**config.mk**
```make
export PLATFORM = sky130hd
export DESIGN_NAME = bit_unpacker
export DESIGN_NICKNAME = d
export VERILOG_FILES = /design/src/rtl/bit_unpacker.sv
export SDC_FILE = /design/constraint.sdc
export NUM_CORES = 1
export LEC_CHECK = 0
export ABC_CLOCK_PERIOD_IN_PS = 5800
export CORE_UTILIZATION = 60
export DETAILED_ROUTE_END_ITERATION = 10
export PLACE_DENSITY = 0.89
export SLEW_MARGIN = 10
export SYNTH_ARGS = -nofsm -noshare
export SYNTH_HDL_FRONTEND = slang
export SYNTH_SLANG_ARGS = --single-unit
```
**constraint.sdc**
```tcl
create_clock -name clock -period 5.8 [get_ports clock]
set_clock_uncertainty 0.2 [all_clocks]
set_input_delay 1.16 -clock clock [delete_from_list [all_inputs] [get_ports clock]]
set_output_delay 1.16 -clock clock [all_outputs]
set_load 0.01 [all_outputs]
```
**src/rtl/bit_unpacker.sv**
```systemverilog
// rtl/bit_unpacker.sv - 64-bit bit reservoir fed from a 32-bit word FIFO, serving 1..4 bit requests LSB-first
// Valid bits live in res_q[cnt_q-1:0]; every bit above cnt_q is kept zero so an arriving word can simply be OR-ed in.
module bit_unpacker #(
    parameter int DW   = 32,
    parameter int LENW = 15
) (
    input  logic            clock,
    input  logic            reset,
    input  logic            fifo_empty,
    input  logic [DW-1:0]   fifo_data,
    output logic            fifo_pop,
    input  logic            reqin,
    input  logic [3:0]      reqlen,
    output logic            reqready,
    output logic            pushout,
    output logic [3:0]      dataout,
    output logic [LENW-1:0] lenout,
    output logic            req_err
);

    localparam int BW = 2 * DW;
    localparam int CW = $clog2(BW + 1);

    logic [BW-1:0]   res_q, res_d;
    logic [CW-1:0]   cnt_q, cnt_d;
    logic            fill_pend_q, fill_pend_d;
    logic            req_pend_q, req_pend_d;
    logic [2:0]      req_len_q, req_len_d;
    logic            pushout_q, pushout_d;
    logic [3:0]      dataout_q, dataout_d;
    logic [LENW-1:0] lenout_q, lenout_d;
    logic            req_err_q, req_err_d;

    logic            accept;
    logic            len_legal;
    logic            serve_now;
    logic            serve_pend;
    logic [2:0]      n;
    logic [CW-1:0]   cnt_left;
    logic [BW-1:0]   shifted;
    logic [3:0]      nib_mask;

    // Popping only at cnt<=DW guarantees the word arriving next cycle always fits.
    assign fifo_pop = reset && !fifo_empty && !fill_pend_q && (cnt_q <= CW'(DW));
    assign reqready = !req_pend_q;
    assign pushout  = pushout_q;
    assign dataout  = dataout_q;
    assign lenout   = lenout_q;
    assign req_err  = req_err_q;

    always_comb begin
        res_d       = res_q;
        cnt_d       = cnt_q;
        fill_pend_d = fifo_pop;
        req_pend_d  = req_pend_q;
        req_len_d   = req_len_q;
        pushout_d   = 1'b0;
        dataout_d   = dataout_q;
        lenout_d    = lenout_q;
        req_err_d   = 1'b0;

        accept     = reqin && reqready;
        len_legal  = (reqlen != 4'd0) && (reqlen <= 4'd4);
        serve_now  = accept && len_legal && (CW'(reqlen) <= cnt_q);
        serve_pend = req_pend_q && (CW'(req_len_q) <= cnt_q);

        n = 3'd0;
        if (serve_pend) begin
            n = req_len_q;
        end else if (serve_now) begin
            n = reqlen[2:0];
        end

        shifted  = res_q >> n;
        cnt_left = cnt_q - CW'(n);
        nib_mask = ~(4'hF << n);

        res_d = shifted;
        cnt_d = cnt_left;
        if (fill_pend_q) begin
            res_d = shifted | ({{DW{1'b0}}, fifo_data} << cnt_left);
            cnt_d = cnt_left + CW'(DW);
        end

        if (serve_now || serve_pend) begin
            pushout_d = 1'b1;
            dataout_d = res_q[3:0] & nib_mask;
            lenout_d  = lenout_q + LENW'(n);
        end

        if (serve_pend) begin
            req_pend_d = 1'b0;
        end else if (accept && len_legal && !serve_now) begin
            req_pend_d = 1'b1;
            req_len_d  = reqlen[2:0];
        end

        req_err_d = accept && !len_legal;
    end

    always_ff @(posedge clock or negedge reset) begin
        if (!reset) begin
            res_q       <= '0;
            cnt_q       <= '0;
            fill_pend_q <= 1'b0;
            req_pend_q  <= 1'b0;
            req_len_q   <= 3'd0;
            pushout_q   <= 1'b0;
            dataout_q   <= 4'd0;
            lenout_q    <= '0;
            req_err_q   <= 1'b0;
        end else begin
            res_q       <= res_d;
            cnt_q       <= cnt_d;
            fill_pend_q <= fill_pend_d;
            req_pend_q  <= req_pend_d;
            req_len_q   <= req_len_d;
            pushout_q   <= pushout_d;
            dataout_q   <= dataout_d;
            lenout_q    <= lenout_d;
            req_err_q   <= req_err_d;
        end
    end

endmodule

```
==> impl_metrics.ini <==
[placed_design]
placed_cells = 1118
finalWeightedCongestion = 1.05
dp_hpwl_um = 20300
port_buffers = 62

[timing]
setup_violations = 0
rsz0062_at_grt = no
hold_viol = 0
min_period_over_period_pct = 96.3
tightestPinTransition_ns = 0.966
post-route-min-period_ns = 5.58
max-slew-margin-rel_pct = 34.0
max_freq_ghz = 0.179
fin_tns_setup_ns = 0
slew_viol_final = 0

[clock_network]
postCtsSetupBuffers = 0
cts.clk_slew.worst_paths_ns = 0.07
tritoncts = built
clkSinkCount = 97
htree_levels = 3
clock_latency_ns = 0.36
cts_resized = 0
cts_root_buf = clkbuf_16
clockBufferDepth = 2
cts_inserted_buffers = 9
cts_hold_buf = 0

[critical_path]
critical-path-top-delay-family = compound AO/OA/AOI/OAI gates
required_ns = 5.87
crit_fanout = 23
cpMaxStageDelayCell = clkdlybuf4s50_1
startpoint = reqlen[1]
crit_type = primary input to flip-flop
r2r-start = cnt_q[1]$_DFF_PN0_
max_stage_delay_ns = 0.45
cp_num_buf_inv = 4
arrival_ns = 5.65
start_kind = primary input
endpoint_kind = flip-flop
path_cells = clkdlybuf4s50_1, ha_1, nor2b_1, o211a_1, o21ai_2, buf_4, a32oi_2, ha_1, a21oi_1, nand2_1, xnor2_4, inv_2, buf_12, mux2_2, o21ai_0, a32oi_1, o21ai_0

[grt]
antenna_found_initial = 0
grt_pass1_wl_um = 43900
track_usage_pct = 39.2
grt_max_degree = 74
grt_pass1_vias = 7873
overflow = 0

[layout]
final-seq-area_um2 = 2430
multi_input_comb_area_um2 = 5600
synthToLayoutAreaGrowth_pct = 15.7
fin_util_pct = 72.5
final-instance-count-excl-fill = 1134
final_common_cell = o22ai_1
diodes = 0
nets = 1010
layout_common_cells = o22ai_1, dfrtp_1, mux2i_1, mux2_2, nand2_1
n_fill_cell = 1041
drive_gt1_share_pct = 19.7

[synthesis]
synthDistinctLibCells = 80
synth.top_cell.area_share_pct = 28.8
synth_nets = 951
synthTopCellsByArea = dfrtp_1, mux2i_1, mux2_2
netlist.top_cell.by_area = dfrtp_1
ys_seq_elements = 97
synth_edf_count = 0
yosysSeqAreaShare_pct = 28.8
async_reset_ff_share_pct = 100
netlist_instances = 894
synth_area_um2 = 8430
synth_area_per_cell_um2 = 9.43
ys_warn_count = 0
synth_ff_type = dfrtp_1

[min_path]
worstHoldStart = lenout[14]$_DFFE_PN0P_
hold_class = flip-flop to flip-flop

[floorplanning]
coreArea_um2 = 13500
io_pins = 63
fp.dieW_um = 121
dieArea_um2 = 14500
start_util_pct = 62.6
core.rowCount = 42
die-height_um = 121

[power_and_ir_drop]
irDropWorstVdd_v = 0.000477
leakage_nw = 3.98
power_density_nw_per_um2 = 660
power_w = 0.00644

[route]
wl_per_cell_um = 24.2
ant_nets = 0
first_iter_violations = 1317
viasPerCell = 7.34
dr.pass1.iters = 6
wl_um = 27400
drc = 0
vias = 8323

[job]
drv_cap = 0

[status]
status = finished, final reports clean
## sequential cells by signal (all words and copies together) (netlist names)
name,flops
res_q,64
lenout,15
cnt_q,7
dataout,4
req_len_q,3
fill_pend_q,1
pushout,1
req_err,1
req_pend_q,1
## worst paths after layout
check / endpoint / slack, ns / depth (start not counted)
worst max-delay path: res_q[55]$_DFF_PN0_ / 0.22 / 17
worst min-delay path: lenout[14]$_DFFE_PN0P_ / 0.27 / 1
worst max register to register: res_q[58]$_DFF_PN0_ / 0.82 / 18
worst min register to register: lenout[14]$_DFFE_PN0P_ / 0.27 / 1
max in group asynchronous: res_q[9]$_DFF_PN0_ / 3.63 / 2
min in group asynchronous: req_err$_DFF_PN0_ / 0.51 / 1
## report_power, final
part           total (W)  internal, W  switching [W]
Combinational    0.00461      0.00187        0.00274
Clock           0.000674     0.000394       0.000280
Sequential       0.00115     0.000935       0.000215
## cell usage after synthesis, drive strengths merged (7+ instances only)
cell / instances
o22ai: 99
dfrtp: 97
mux2i: 81
mux2: 70
nand2: 66
buf: 50
nor2: 47
o21ai: 46
a21oi: 27
nand3: 26
inv: 24
mux4: 21
clkbuf: 17
a22o: 16
ha: 15
xnor2: 14
a22oi: 13
nor3: 13
o211ai: 13
a21o: 10
a32oi: 8
o2bb2ai: 8
or2: 8
o21a: 7
## final cells by class
| type | count | area share (%) |
|---|---|---|
| clock buffer | 11 | 2.49 |
| clock inverter | 5 | 0.898 |
| inverter | 25 | 0.988 |
| timing repair buffer | 115 | 11.1 |
| tap | 176 | 2.26 |
| sequential | 97 | 24.9 |
| multi-input combinational | 705 | 57.4 |
## cell families (layout without fill, tap and decap cells)
kind of cell,Yosys count,in the layout,share of synthesized area [%]
and+or+nand+nor,198,198,11.6
DFF,97,97,28.8
AOI/OAI and AO/OA,298,298,24.6
muxes,172,172,24.6
xor gates and xnor gates,20,20,2.52
adders and majority gates,17,17,2.70
buffers and inverters,92,156,5.17
## stage by stage
| step | cell area [um^2] | hold WS (ns) | setup slack, ns |
|---|---|---|---|
| 2_1_floorplan | 8430 | 0.266 | 0.576 |
| 3_3_place_gp | 9420 | 0.258 | 0.000691 |
| 3_5_place_dp | 9420 | 0.267 | -0.0432 |
| 4_1_cts | 9750 | 0.278 | 0.311 |
| 5_1_grt | 9750 | 0.286 | 0.0467 |
| 6_report | 9750 | 0.272 | 0.217 |
## per-layer routing
| layer | vias up | GRT usage, % | share of wire (%) |
|---|---|---|---|
| li1 | 3588 | - | - |
| met1 | 3943 | 52.0 | 39 |
| met2 | 657 | 60.5 | 45 |
| met3 | 135 | 8.25 | 11 |
| met4 | 0 | 20.2 | 5.2 |
| met5 | - | 0 | 0 |
Power figures use the tool's default switching activity.
